==> config.mk <==
export PLATFORM = sky130hd
export DESIGN_NAME = seq_stim_gen
export DESIGN_NICKNAME = d
export VERILOG_FILES = /design/src/rtl/seq_stim_pkg.sv /design/src/rtl/seq_stim_gen.sv
export SDC_FILE = /design/constraint.sdc
export NUM_CORES = 1
export LEC_CHECK = 0
export ABC_AREA = 1
export CAP_MARGIN = 0
export CORE_UTILIZATION = 30
export CTS_CLUSTER_DIAMETER = 40
export DETAILED_ROUTE_END_ITERATION = 7
export PLACE_DENSITY = 0.51
export SYNTH_ARGS = -nofsm -noshare
export SYNTH_HDL_FRONTEND = slang
export SYNTH_SLANG_ARGS = --single-unit
export TNS_END_PERCENT = 5
==> constraint.sdc <==
create_clock -name clk -period 1.77 [get_ports clk]
set_input_delay 0.531 -clock clk [delete_from_list [all_inputs] [get_ports clk]]
set_output_delay 0.531 -clock clk [all_outputs]
set_load 0.01 [all_outputs]
==> src/rtl/seq_stim_pkg.sv <==
// rtl/seq_stim_pkg.sv - shared types and constants for the trigger/response stimulus generator
package seq_stim_pkg;

    typedef enum logic [2:0] {
        ST_IDLE = 3'd0,
        ST_TRIG = 3'd1,
        ST_WAIT = 3'd2,
        ST_RESP = 3'd3,
        ST_GAP  = 3'd4
    } seq_state_e;

    localparam int A_IDLE_DEF = 1;
    localparam int B_IDLE_DEF = 4;
    localparam logic [3:0] DELAY_MIN = 4'd1;

endpackage

==> src/rtl/seq_stim_gen.sv <==
// rtl/seq_stim_gen.sv - drives a trigger on a, then a (optionally corrupted) response on b after a programmable delay
module seq_stim_gen
    import seq_stim_pkg::*;
#(
    parameter int DATA_W = 32,
    parameter int A_IDLE = A_IDLE_DEF,
    parameter int B_IDLE = B_IDLE_DEF
) (
    input  logic              clk,
    input  logic              rst_n,
    input  logic              start,
    input  logic [3:0]        delay_cfg,
    input  logic [7:0]        reps,
    input  logic              inject_err,
    input  logic [DATA_W-1:0] trig_val,
    input  logic [DATA_W-1:0] resp_val,
    output logic [DATA_W-1:0] a,
    output logic [DATA_W-1:0] b,
    output logic              busy,
    output logic              done,
    output logic [7:0]        seq_cnt
);

    localparam logic [DATA_W-1:0] A_IDLE_V = DATA_W'(A_IDLE);
    localparam logic [DATA_W-1:0] B_IDLE_V = DATA_W'(B_IDLE);

    seq_state_e        state, state_n;
    logic [3:0]        dly_cnt, dly_n, dly_lat;
    logic [7:0]        rep_cnt, rep_n, cnt_n;
    logic [DATA_W-1:0] trig_lat, resp_lat, resp_eff, a_n, b_n;
    logic              inject_lat, latch, done_n, busy_n;

    assign resp_eff = resp_lat + {{(DATA_W-1){1'b0}}, inject_lat};

    always_ff @(posedge clk or negedge rst_n) begin
        if (!rst_n) begin
            state      <= ST_IDLE;
            dly_cnt    <= '0;
            rep_cnt    <= '0;
            dly_lat    <= '0;
            trig_lat   <= '0;
            resp_lat   <= '0;
            inject_lat <= 1'b0;
            a          <= A_IDLE_V;
            b          <= B_IDLE_V;
            busy       <= 1'b0;
            done       <= 1'b0;
            seq_cnt    <= '0;
        end else begin
            state   <= state_n;
            dly_cnt <= dly_n;
            rep_cnt <= rep_n;
            a       <= a_n;
            b       <= b_n;
            busy    <= busy_n;
            done    <= done_n;
            seq_cnt <= cnt_n;
            if (latch) begin
                dly_lat    <= (delay_cfg == 4'd0) ? DELAY_MIN : delay_cfg;
                trig_lat   <= trig_val;
                resp_lat   <= resp_val;
                inject_lat <= inject_err;
            end
        end
    end

    // Outputs are registered from the next state, so a/b/busy line up with the state they describe.
    always_comb begin
        state_n = state;
        dly_n   = dly_cnt;
        rep_n   = rep_cnt;
        cnt_n   = seq_cnt;
        a_n     = A_IDLE_V;
        b_n     = B_IDLE_V;
        done_n  = 1'b0;
        latch   = 1'b0;
        case (state)
            ST_IDLE: begin
                if (start) begin
                    latch   = 1'b1;
                    rep_n   = (reps == 8'd0) ? 8'd1 : reps;
                    state_n = ST_TRIG;
                    a_n     = trig_val;
                end
            end
            ST_TRIG: begin
                dly_n = dly_lat - 4'd1;
                if (dly_lat == 4'd1) begin
                    state_n = ST_RESP;
                    b_n     = resp_eff;
                end else begin
                    state_n = ST_WAIT;
                end
            end
            ST_WAIT: begin
                dly_n = dly_cnt - 4'd1;
                if (dly_cnt == 4'd1) begin
                    state_n = ST_RESP;
                    b_n     = resp_eff;
                end
            end
            ST_RESP: begin
                cnt_n = seq_cnt + 8'd1;
                if (rep_cnt == 8'd1) begin
                    rep_n   = 8'd0;
                    state_n = ST_IDLE;
                    done_n  = 1'b1;
                end else begin
                    rep_n   = rep_cnt - 8'd1;
                    state_n = ST_GAP;
                end
            end
            ST_GAP: begin
                state_n = ST_TRIG;
                a_n     = trig_lat;
            end
            default: state_n = ST_IDLE;
        endcase
        busy_n = (state_n != ST_IDLE);
    end

endmodule

==> flow_metrics.env, run 1 <==
export IMPL_reg2reg_depth=9
export IMPL_grt_setup_unrepaired="true"
export IMPL_core_area_um2=22600
export IMPL_slew_headroom_pct=70.3
export IMPL_async_flop_share_pct=100
export IMPL_cts_tree="yes"
export IMPL_path_buf_inv=1
export IMPL_clock_sinks=158
export IMPL_synthTopCellsByArea="dfrtp_1 57%, nand2_1 13%, o21ai_0 6.0%, nor2_1 5.2%, inv_1 4.8%"
export IMPL_grt_max_degree=63
export IMPL_via_per_inst=4.47
export IMPL_crit_cells=1
export IMPL_power_leakage_uw=0.00482
export IMPL_grt_overflow_total=0
export IMPL_crit_family="flip-flops"
export IMPL_finalNetCount=1075
export IMPL_dp_hpwl_um=12400
export IMPL_whs_ns=0.486
export IMPL_vias=5743
export IMPL_rows=55
export IMPL_drt_pass1_iterations=7
export IMPL_antenna_found_initial=0
export IMPL_ys_warn_count=0
export IMPL_routed_wl_um=17500
export IMPL_synth_enable_flop_cells=0
export IMPL_r2r_start="inject_lat"
export IMPL_initial_core_util_pct=30.5
export IMPL_fin_crit_ns=1.72
export IMPL_cts_max_path_buffers=2
export IMPL_crit_type="flop to primary output"
export IMPL_pin_count=154
export IMPL_avgRoutedWirePerCell_um=13.6
export IMPL_path_cells="clkdlybuf4s15_1"
export IMPL_clock_latency_ns=0.43
export IMPL_tightest_slew_ns=0.445
export IMPL_cts_htree_levels=4
export IMPL_grt_pass1_vias=5604
export IMPL_synth_main_ff_cell="dfrtp_1"
export IMPL_ys_types=31
export IMPL_timing_final_max_slew_violations=0
export IMPL_ant_nets=0
export IMPL_path_max_fanout=1
export IMPL_die_w_um=154
export IMPL_path_clk_slew_ns=0.07
export IMPL_finClkSkew_ns=0.0208
export IMPL_synth_most_common_cell="nand2_1"
export IMPL_synthesis_area_um2=6890
export IMPL_critPathLaunch="a[0]"
export IMPL_status="complete, no violations"
export IMPL_finalHoldViolCount=0
export IMPL_r2r_slack_ns=0.13
export IMPL_end_kind="primary output"
export IMPL_critPathCapture="a[0]"
export IMPL_rr_endpoint="b[20]"
export IMPL_postCtsSetupRepairBufs=0
export IMPL_synthCells=810
export IMPL_yosysTopAreaCell="dfrtp_1"
export IMPL_setup_viol=0
export IMPL_track_usage_pct=15.6
export IMPL_worstSetupStartpointType="flop"
export IMPL_syn_avg_cell_area_um2=8.51
export IMPL_drv_cap=0
export IMPL_dieArea_um2=23600
export IMPL_synth_seq_cells=158
export IMPL_dieHeight_um=154
export IMPL_cts_root_buf="clkbuf_16"
export IMPL_fillers=2301
export IMPL_portBuffers=153
export IMPL_fmax_ghz=0.580
export IMPL_grt_pass1_wl_um=28600
export IMPL_min_period_over_period_pct=97.5
export IMPL_synth_nets=899
export IMPL_seq_area_frac_synth_pct=57.4
export IMPL_drcViolationCount=0
export IMPL_place_congestion=0.830
export IMPL_fin_tns_setup_ns=0
export IMPL_cp_slowest_cell="dfstp_2"
export IMPL_synth_top_cell_area_share_pct=56.7
export IMPL_syn_to_final_growth_pct=37.6
export IMPL_cp_slowest_stage_delay_ns=0.53
export IMPL_diodes=0
export IMPL_drive_gt1_share_pct=8.01
export IMPL_drt_iter0_markers=225
export IMPL_p_per_area_nw_per_um2=816
export IMPL_min_path_type="flop to flop"
export IMPL_irDropWorstVdd_mv=0.475
export IMPL_worstPathArrival_ns=1.19
export IMPL_required_ns=1.24
export IMPL_synth_common_cells="245 x nand2_1, 156 x dfrtp_1, 96 x nor2_1"
export IMPL_numCtsBuffers=17
-- worst min path at each step --
stage	startpoint	slack [ns]	endpoint	depth (start not counted)
6_report	trig_lat[0]	0.49	a[0]	2
5_1_grt	trig_lat[0]	0.52	a[0]	2
4_1_cts	trig_lat[0]	0.48	a[0]	2
3_5_place_dp	rst_n	0.43	rep_cnt[2]	1
3_3_place_gp	rst_n	0.43	rep_cnt[5]	1
2_1_floorplan	rst_n	0.24	a[10]	0
-- repair_timing --
item | 4_1_cts | 5_1_grt
setup endpoints to repair | 74 | 11
hold buffers | 1 | 0
cloned | 0 | 0
endpoints found under the hold margin | 24 | 0
pin swaps | 0 | 1
gates resized for setup | 75 | 7
-- metrics by stage --
stage / total power, uW / cells / setup slack [ns] / utilization [%] / cell area (um^2)
detailed placement: 3970 / 1251 / -0.0934 / 39.5 / 8920
global placement: 3970 / 1251 / -0.0495 / 39.5 / 8920
CTS: 7880 / 1284 / 0.0131 / 41.9 / 9460
global route: 8030 / 1284 / -0.0159 / 42.0 / 9480
finish: 7740 / 1284 / 0.0450 / 42.0 / 9480
floorplan: 3690 / 810 / 0.253 / - / 6890
-- placed cells by master, fill, tap and decap left out, types with 3 or more instances in the layout --
cell,instances
xor2_1,10
inv_1,89
nor2_2,3
nand2_1,245
inv_2,3
a21oi_1,12
nor2_1,96
buf_4,18
xnor2_1,7
a31oi_1,3
inv_6,5
dfrtp_1,156
nand3_2,3
ha_1,7
clkbuf_16,17
nor2_4,4
nor3_1,8
buf_12,6
nand4_1,5
nand3_1,25
o21ai_0,83
dlygate4sd2_1,72
clkdlybuf4s50_1,78
o21ai_1,13
-- metal layers --
metal	wire length (um)	GRT usage (%)
met4	157	4.57
met2	8160	24.8
met3	1030	4.34
met1	8130	20.6
met5	0	0
-- state kept, by name, summed over array words and instances, names as in the netlist, 3 cells and up --
signal    cells
a            32
b            32
resp_lat     32
trig_lat     32
rep_cnt       8
seq_cnt       8
dly_cnt       4
dly_lat       4
state         3
-- cell families (layout without fill, tap and decap cells) --
kind of cell	count (synthesis)	count (layout)	share of synthesized area, %
AOI/OAI and AO/OA	116	116	8.75
xor gates and xnor gates	17	17	2.16
DFF	158	158	57.4
adders and majority gates	9	9	1.63
buffers and inverters	114	303	6.68
and+or+nand+nor	396	396	23.4
-- tightest hold or removal path, delay by kind of cell, from the launching register on --
family	cells	cell delay [ns]
AOI/OAI and AO/OA	1	0.06
DFF	1	0.36
buffers and inverters	1	0.07
-- cell type report --
type,count,area (um^2),area share [%]
Tap cell,285,357,3.76
Clock buffer,18,439,4.63
Sequential cell,158,3960,41.7
Inverter,93,350,3.69
Clock inverter,14,173,1.82
Timing Repair Buffer,178,1710,18.0
Multi-Input combinational cell,538,2500,26.4
-- power by group --
part           leakage (uW)  switching, uW  internal (uW)
clock network      0.000299           1670           2170
logic               0.00263            113            172
registers           0.00189              0           3610
Power figures use the tool's default switching activity.
==> run 2: changes to the inputs <==
--- a/config.mk
+++ b/config.mk
@@ -7,10 +7,13 @@
 export LEC_CHECK = 0
 export ABC_AREA = 1
 export CAP_MARGIN = 0
+export CELL_PAD_IN_SITES_DETAIL_PLACEMENT = 1
+export CELL_PAD_IN_SITES_GLOBAL_PLACEMENT = 2
 export CORE_UTILIZATION = 30
 export CTS_CLUSTER_DIAMETER = 40
+export CTS_CLUSTER_SIZE = 12
 export DETAILED_ROUTE_END_ITERATION = 7
-export PLACE_DENSITY = 0.51
+export PLACE_DENSITY = 0.8
 export SYNTH_ARGS = -nofsm -noshare
 export SYNTH_HDL_FRONTEND = slang
 export SYNTH_SLANG_ARGS = --single-unit
==> flow_metrics.env, run 2 (synthesis results as in run 1) <==
export IMPL_drt_pass1_iterations=4
export IMPL_cts_max_path_buffers=2
export IMPL_place_congestion=0.786
export IMPL_pre_cts_ws_ns=-0.121
export IMPL_antenna_found_initial=0
export IMPL_finalHoldViolCount=0
export IMPL_syn_to_final_growth_pct=37.8
export IMPL_crit_type="flop to primary output"
export IMPL_cp_slowest_cell="dfstp_2"
export IMPL_mostFrequentLayoutCell="nand2_1"
export IMPL_dieArea_um2=23600
export IMPL_tightest_slew_ns=0.490
export IMPL_timing_final_max_slew_violations=0
export IMPL_setup_viol=0
export IMPL_drcViolationCount=0
export IMPL_clock_latency_ns=0.42
export IMPL_via_per_inst=4.53
export IMPL_ant_nets=0
export IMPL_numCtsBuffers=17
export IMPL_drt_iter0_markers=288
export IMPL_slew_headroom_pct=67.3
export IMPL_internal_power_uw=5680
export IMPL_min_period_over_period_pct=96.7
export IMPL_pwr_share_comb_pct=3.8
export IMPL_fillers=2682
export IMPL_drv_cap=0
export IMPL_track_usage_pct=17.1
export IMPL_vias=5834
export IMPL_drive_gt1_share_pct=8.37
export IMPL_whs_ns=0.496
export IMPL_clkPwrFrac_pct=48.5
export IMPL_grt_overflow_total=0
export IMPL_grt_max_degree=68
export IMPL_path_buf_inv=1
export IMPL_grt_pass1_vias=6051
export IMPL_dp_hpwl_um=14100
export IMPL_status="complete, no violations"
export IMPL_required_ns=1.24
export IMPL_worstPathArrival_ns=1.18
export IMPL_p_per_area_nw_per_um2=796
export IMPL_cp_slowest_stage_delay_ns=0.54
export IMPL_dieHeight_um=154
export IMPL_fmax_ghz=0.584
export IMPL_seq_area_um2=3960
export IMPL_path_clk_slew_ns=0.07
export IMPL_layout_common_cells="245 x nand2_1, 156 x dfrtp_1, 96 x nor2_1"
export IMPL_utilization_pct=42.1
export IMPL_path_max_fanout=1
export IMPL_pin_count=154
export IMPL_multi_input_area_um2=2520
export IMPL_routed_wl_um=19300
export IMPL_portBuffers=153
export IMPL_min_path_type="primary input to asynchronous set/reset pin"
export IMPL_power_switching_uw=1880
export IMPL_avgRoutedWirePerCell_um=15.0
export IMPL_power_leakage_uw=0.00483
export IMPL_irDropWorstVdd_mv=0.524
export IMPL_fin_crit_ns=1.71
export IMPL_final_setup_worst_slack_ns=0.0584
export IMPL_cts_root_buf="clkbuf_16"
export IMPL_pwr_share_seq_pct=47.7
export IMPL_clock_sinks=158
export IMPL_finalNetCount=1079
export IMPL_critPathLaunch="a[0]"
export IMPL_crit_family="flip-flops"
export IMPL_path_cells="clkdlybuf4s15_1"
export IMPL_finClkSkew_ns=0.0105
export IMPL_rows=55
export IMPL_r2r_start="resp_lat[0]"
export IMPL_cts_tree="yes"
export IMPL_placed_cells=1252
export IMPL_core_area_um2=22600
export IMPL_end_kind="primary output"
export IMPL_grt_setup_unrepaired="false"
export IMPL_grt_pass1_wl_um=31800
export IMPL_initial_core_util_pct=30.5
export IMPL_die_w_um=154
export IMPL_cts_htree_levels=4
export IMPL_diodes=0
export IMPL_worstSetupStartpointType="flop"
export IMPL_p_sw_share_pct=24.8
export IMPL_layout_cells_non_filler=1288
[run 2: cell types whose count changed in the layout (fill, tap and decap cells not counted), sizes merged]
cell      change
buf           +4
bufinv        -2
clkbuf        -1
clkinv        -1
clkinvlp      -1
inv           +5
[run 2: power by group through the flow]
stage | Clock [uW] | Sequential [uW] | Combinational [uW]
final | 3670 | 3610 | 284
after floorplan | 0 | 3680 | 7.65
after detailed placement | 0 | 3680 | 291
after global placement | 0 | 3680 | 290
after global routing | 3920 | 3610 | 314
after CTS | 3760 | 3610 | 294
[run 2: metal layers]
layer,track usage (%),vias up,share of wire [%]
li1,-,2898,-
met1,23.6,2822,49
met2,27.5,106,47
met3,3.97,8,4.3
met4,3.57,0,0.60
met5,0,-,0
[run 2: timing repair]
item                                   in CTS  in global routing
resized for setup                          75                  9
buffers inserted                            1                  2
endpoints found under the hold margin       7                  0
setup endpoints to repair                  75                  9
pin swaps                                   0                  1
hold buffers                                1                  0
[run 2: path summary, 6_finish.rpt]
kind | endpoint | slack (ns) | depth (start not counted)
min in group clk | a[0] | 0.50 | 2
hold reg to reg | a[0] | 0.50 | 2
setup reg to reg | b[20] | 0.13 | 9
hold / removal | rep_cnt[4] | 0.50 | 2
max in group asynchronous | trig_lat[10] | 0.74 | 3
setup / recovery | a[0] | 0.06 | 1
[run 2: stage by stage]
stage / setup TNS [ns] / area (um^2) / power, uW
after floorplan: 0 / 6890 / 3690
after global placement: -1.84 / 8920 / 3970
after detailed placement: -5.65 / 8920 / 3970
after CTS: -0.00503 / 9430 / 7660
after global routing: 0 / 9490 / 7840
final: 0 / 9490 / 7560
[run 2: area by class of cell]
type | instances | share of cell area (%)
Clock inverter | 15 | 1.67
Timing Repair Buffer | 182 | 18.2
Inverter | 93 | 3.69
Multi-Input combinational cell | 538 | 26.6
Sequential cell | 158 | 41.7
Clock buffer | 17 | 4.48
Tap cell | 285 | 3.76
==> run 3: changes to the inputs <==
--- a/config.mk
+++ b/config.mk
@@ -9,11 +9,13 @@
 export CAP_MARGIN = 0
 export CELL_PAD_IN_SITES_DETAIL_PLACEMENT = 1
 export CELL_PAD_IN_SITES_GLOBAL_PLACEMENT = 2
+export CORE_MARGIN = 1.5
 export CORE_UTILIZATION = 30
 export CTS_CLUSTER_DIAMETER = 40
 export CTS_CLUSTER_SIZE = 12
 export DETAILED_ROUTE_END_ITERATION = 7
 export PLACE_DENSITY = 0.8
+export SETUP_SLACK_MARGIN = 0.3
 export SYNTH_ARGS = -nofsm -noshare
 export SYNTH_HDL_FRONTEND = slang
 export SYNTH_SLANG_ARGS = --single-unit
==> flow_metrics.env, run 3 (synthesis results as in run 1) <==
export IMPL_pin_count=154
export IMPL_cp_slowest_cell="dfrtp_1"
export IMPL_irDropWorstVdd_mv=0.460
export IMPL_use_met1_pct=22.2
export IMPL_status="complete, no violations"
export IMPL_clock_sinks=158
export IMPL_syn_to_final_growth_pct=46.0
export IMPL_routed_wl_um=20500
export IMPL_fmax_ghz=0.617
export IMPL_use_met3_pct=4.12
export IMPL_drv_cap=0
export IMPL_utilization_pct=44.6
export IMPL_dp_hpwl_um=14200
export IMPL_pwr_share_comb_pct=3.7
export IMPL_dieArea_um2=23900
export IMPL_grt_busiest_layer="met2"
export IMPL_place_congestion=0.790
export IMPL_fillers=2634
export IMPL_crit_family="flip-flops"
export IMPL_vias=5976
export IMPL_cts_max_path_buffers=2
export IMPL_finalNetCount=1108
export IMPL_power_switching_uw=1990
export IMPL_pwr_share_seq_pct=46.7
export IMPL_cp_slowest_stage_delay_ns=0.38
export IMPL_p_per_area_nw_per_um2=768
export IMPL_internal_power_uw=5740
export IMPL_end_kind="primary output"
export IMPL_grt_pass1_wl_um=31800
export IMPL_finalHoldViolCount=0
export IMPL_power_leakage_uw=0.00487
export IMPL_min_path_type="primary input to asynchronous set/reset pin"
export IMPL_avgRoutedWirePerCell_um=15.5
export IMPL_worstSetupStartpointType="flop"
export IMPL_grt_pass1_vias=6234
export IMPL_grt_max_degree=43
export IMPL_p_sw_share_pct=25.8
export IMPL_min_period_over_period_pct=91.5
export IMPL_drt_pass1_iterations=6
export IMPL_crit_type="flop to primary output"
export IMPL_slew_headroom_pct=71.6
export IMPL_grt_overflow_total=0
export IMPL_tightest_slew_ns=0.427
export IMPL_via_per_inst=4.53
export IMPL_portBuffers=153
export IMPL_dieHeight_um=155
export IMPL_r2r_slack_ns=0.17
export IMPL_clock_latency_ns=0.44
export IMPL_worstPathArrival_ns=1.09
export IMPL_finClkSkew_ns=0.0158
export IMPL_track_usage_pct=17.1
export IMPL_rows=55
export IMPL_drcViolationCount=0
export IMPL_cts_tree="yes"
export IMPL_cts_root_buf="clkbuf_16"
export IMPL_initial_core_util_pct=30.5
export IMPL_drt_iter0_markers=220
export IMPL_die_w_um=155
export IMPL_setup_viol=0
export IMPL_p_total_uw=7730
export IMPL_drive_gt1_share_pct=15.9
export IMPL_hold_buffers=0
export IMPL_grt_setup_unrepaired="true"
export IMPL_path_cells="dlygate4sd2_1"
export IMPL_numCtsBuffers=17
export IMPL_use_met2_pct=28.6
export IMPL_layout_common_cells="236 x nand2_1, 151 x dfrtp_1, 84 x inv_1"
export IMPL_ant_nets=0
export IMPL_path_clk_slew_ns=0.07
export IMPL_clkPwrFrac_pct=49.7
export IMPL_core_area_um2=22600
export IMPL_path_buf_inv=1
export IMPL_path_max_fanout=2
export IMPL_antenna_found_initial=0
export IMPL_timing_final_max_slew_violations=0
export IMPL_fin_crit_ns=1.62
export IMPL_whs_ns=0.0217
export IMPL_cts_htree_levels=4
export IMPL_mostFrequentLayoutCell="nand2_1"
export IMPL_required_ns=1.24
-- run 3: cell types whose count changed in the layout (fill, tap and decap cells not counted), sizes merged --
cell / change
diode: +1
dlygate4sd3: -1
clkinv: +5
clkbuf: +2
clkdlybuf4s15: +37
buf: +32
inv: -5
dlygate4sd2: -42
nor2: +1
-- run 3: layout make-up --
class                           instances  area, um^2  area share (%)
Antenna cell                            1        2.50          0.0249
Clock buffer                           17         425            4.23
Clock inverter                         15         211            2.10
Inverter                               93         350            3.48
Multi-Input combinational cell        539        2700            26.9
Sequential cell                       158        3960            39.4
Tap cell                              285         357            3.54
Timing Repair Buffer                  210        2050            20.4
-- run 3: worst register-to-register path, cell delays in order, from the launching register on --
cell and delay [ns]:
dfrtp_1 0.40, ha_4 0.18, ha_4 0.15, inv_2 0.04
nor2_4 0.11, nand2_2 0.09, nor2_4 0.23, nand3_2 0.13
nand2_2 0.10, nand2_2 0.05, nor2_2 0.08
-- run 3: through the flow --
| step | setup TNS (ns) | area (um^2) | cells | setup WS (ns) |
|---|---|---|---|---|
| after detailed placement | -3.96 | 8950 | 1250 | -0.110 |
| final | 0 | 10100 | 1318 | 0.150 |
| after global placement | -0.0107 | 8950 | 1250 | -0.00567 |
| after CTS | 0 | 9620 | 1291 | 0.134 |
| after global routing | 0 | 10100 | 1317 | 0.0676 |
| after floorplan | 0 | 6910 | 810 | 0.330 |
-- run 3: final timing paths --
check,start,to,cells past startpoint
max,seq_cnt[7],seq_cnt[7],1
min,rst_n,rep_cnt[4],1
max reg2reg,inject_lat,b[20],10
min reg2reg,trig_lat[0],a[0],2
max in group asynchronous,rst_n,a[0],2
min in group clk,trig_lat[0],a[0],2
-- run 3: power groups by stage --
stage / clock, uW / combinational (uW) / sequential [uW]
after floorplan: 0 / 7.65 / 3680
after global placement: 0 / 295 / 3680
after detailed placement: 0 / 294 / 3680
after CTS: 3960 / 295 / 3610
after global routing: 4100 / 315 / 3610
final: 3840 / 285 / 3610
-- run 3: what timing repair did --
action / in CTS / in global routing
endpoints found under the setup margin: 114 / 184
setup buffers: 9 / 23
cloned: 0 / 3
gates resized for setup: 134 / 59
pin swaps: 1 / 17
-- run 3: routing by layer --
layer  routed length (um)  part of all wire, %  vias up
met3                  880                  4.3        7
met2                 9930                   49      108
met5                    0                    0        -
met4                  109                 0.53        0
li1                     -                    -     2950
met1                 9550                   47     2911
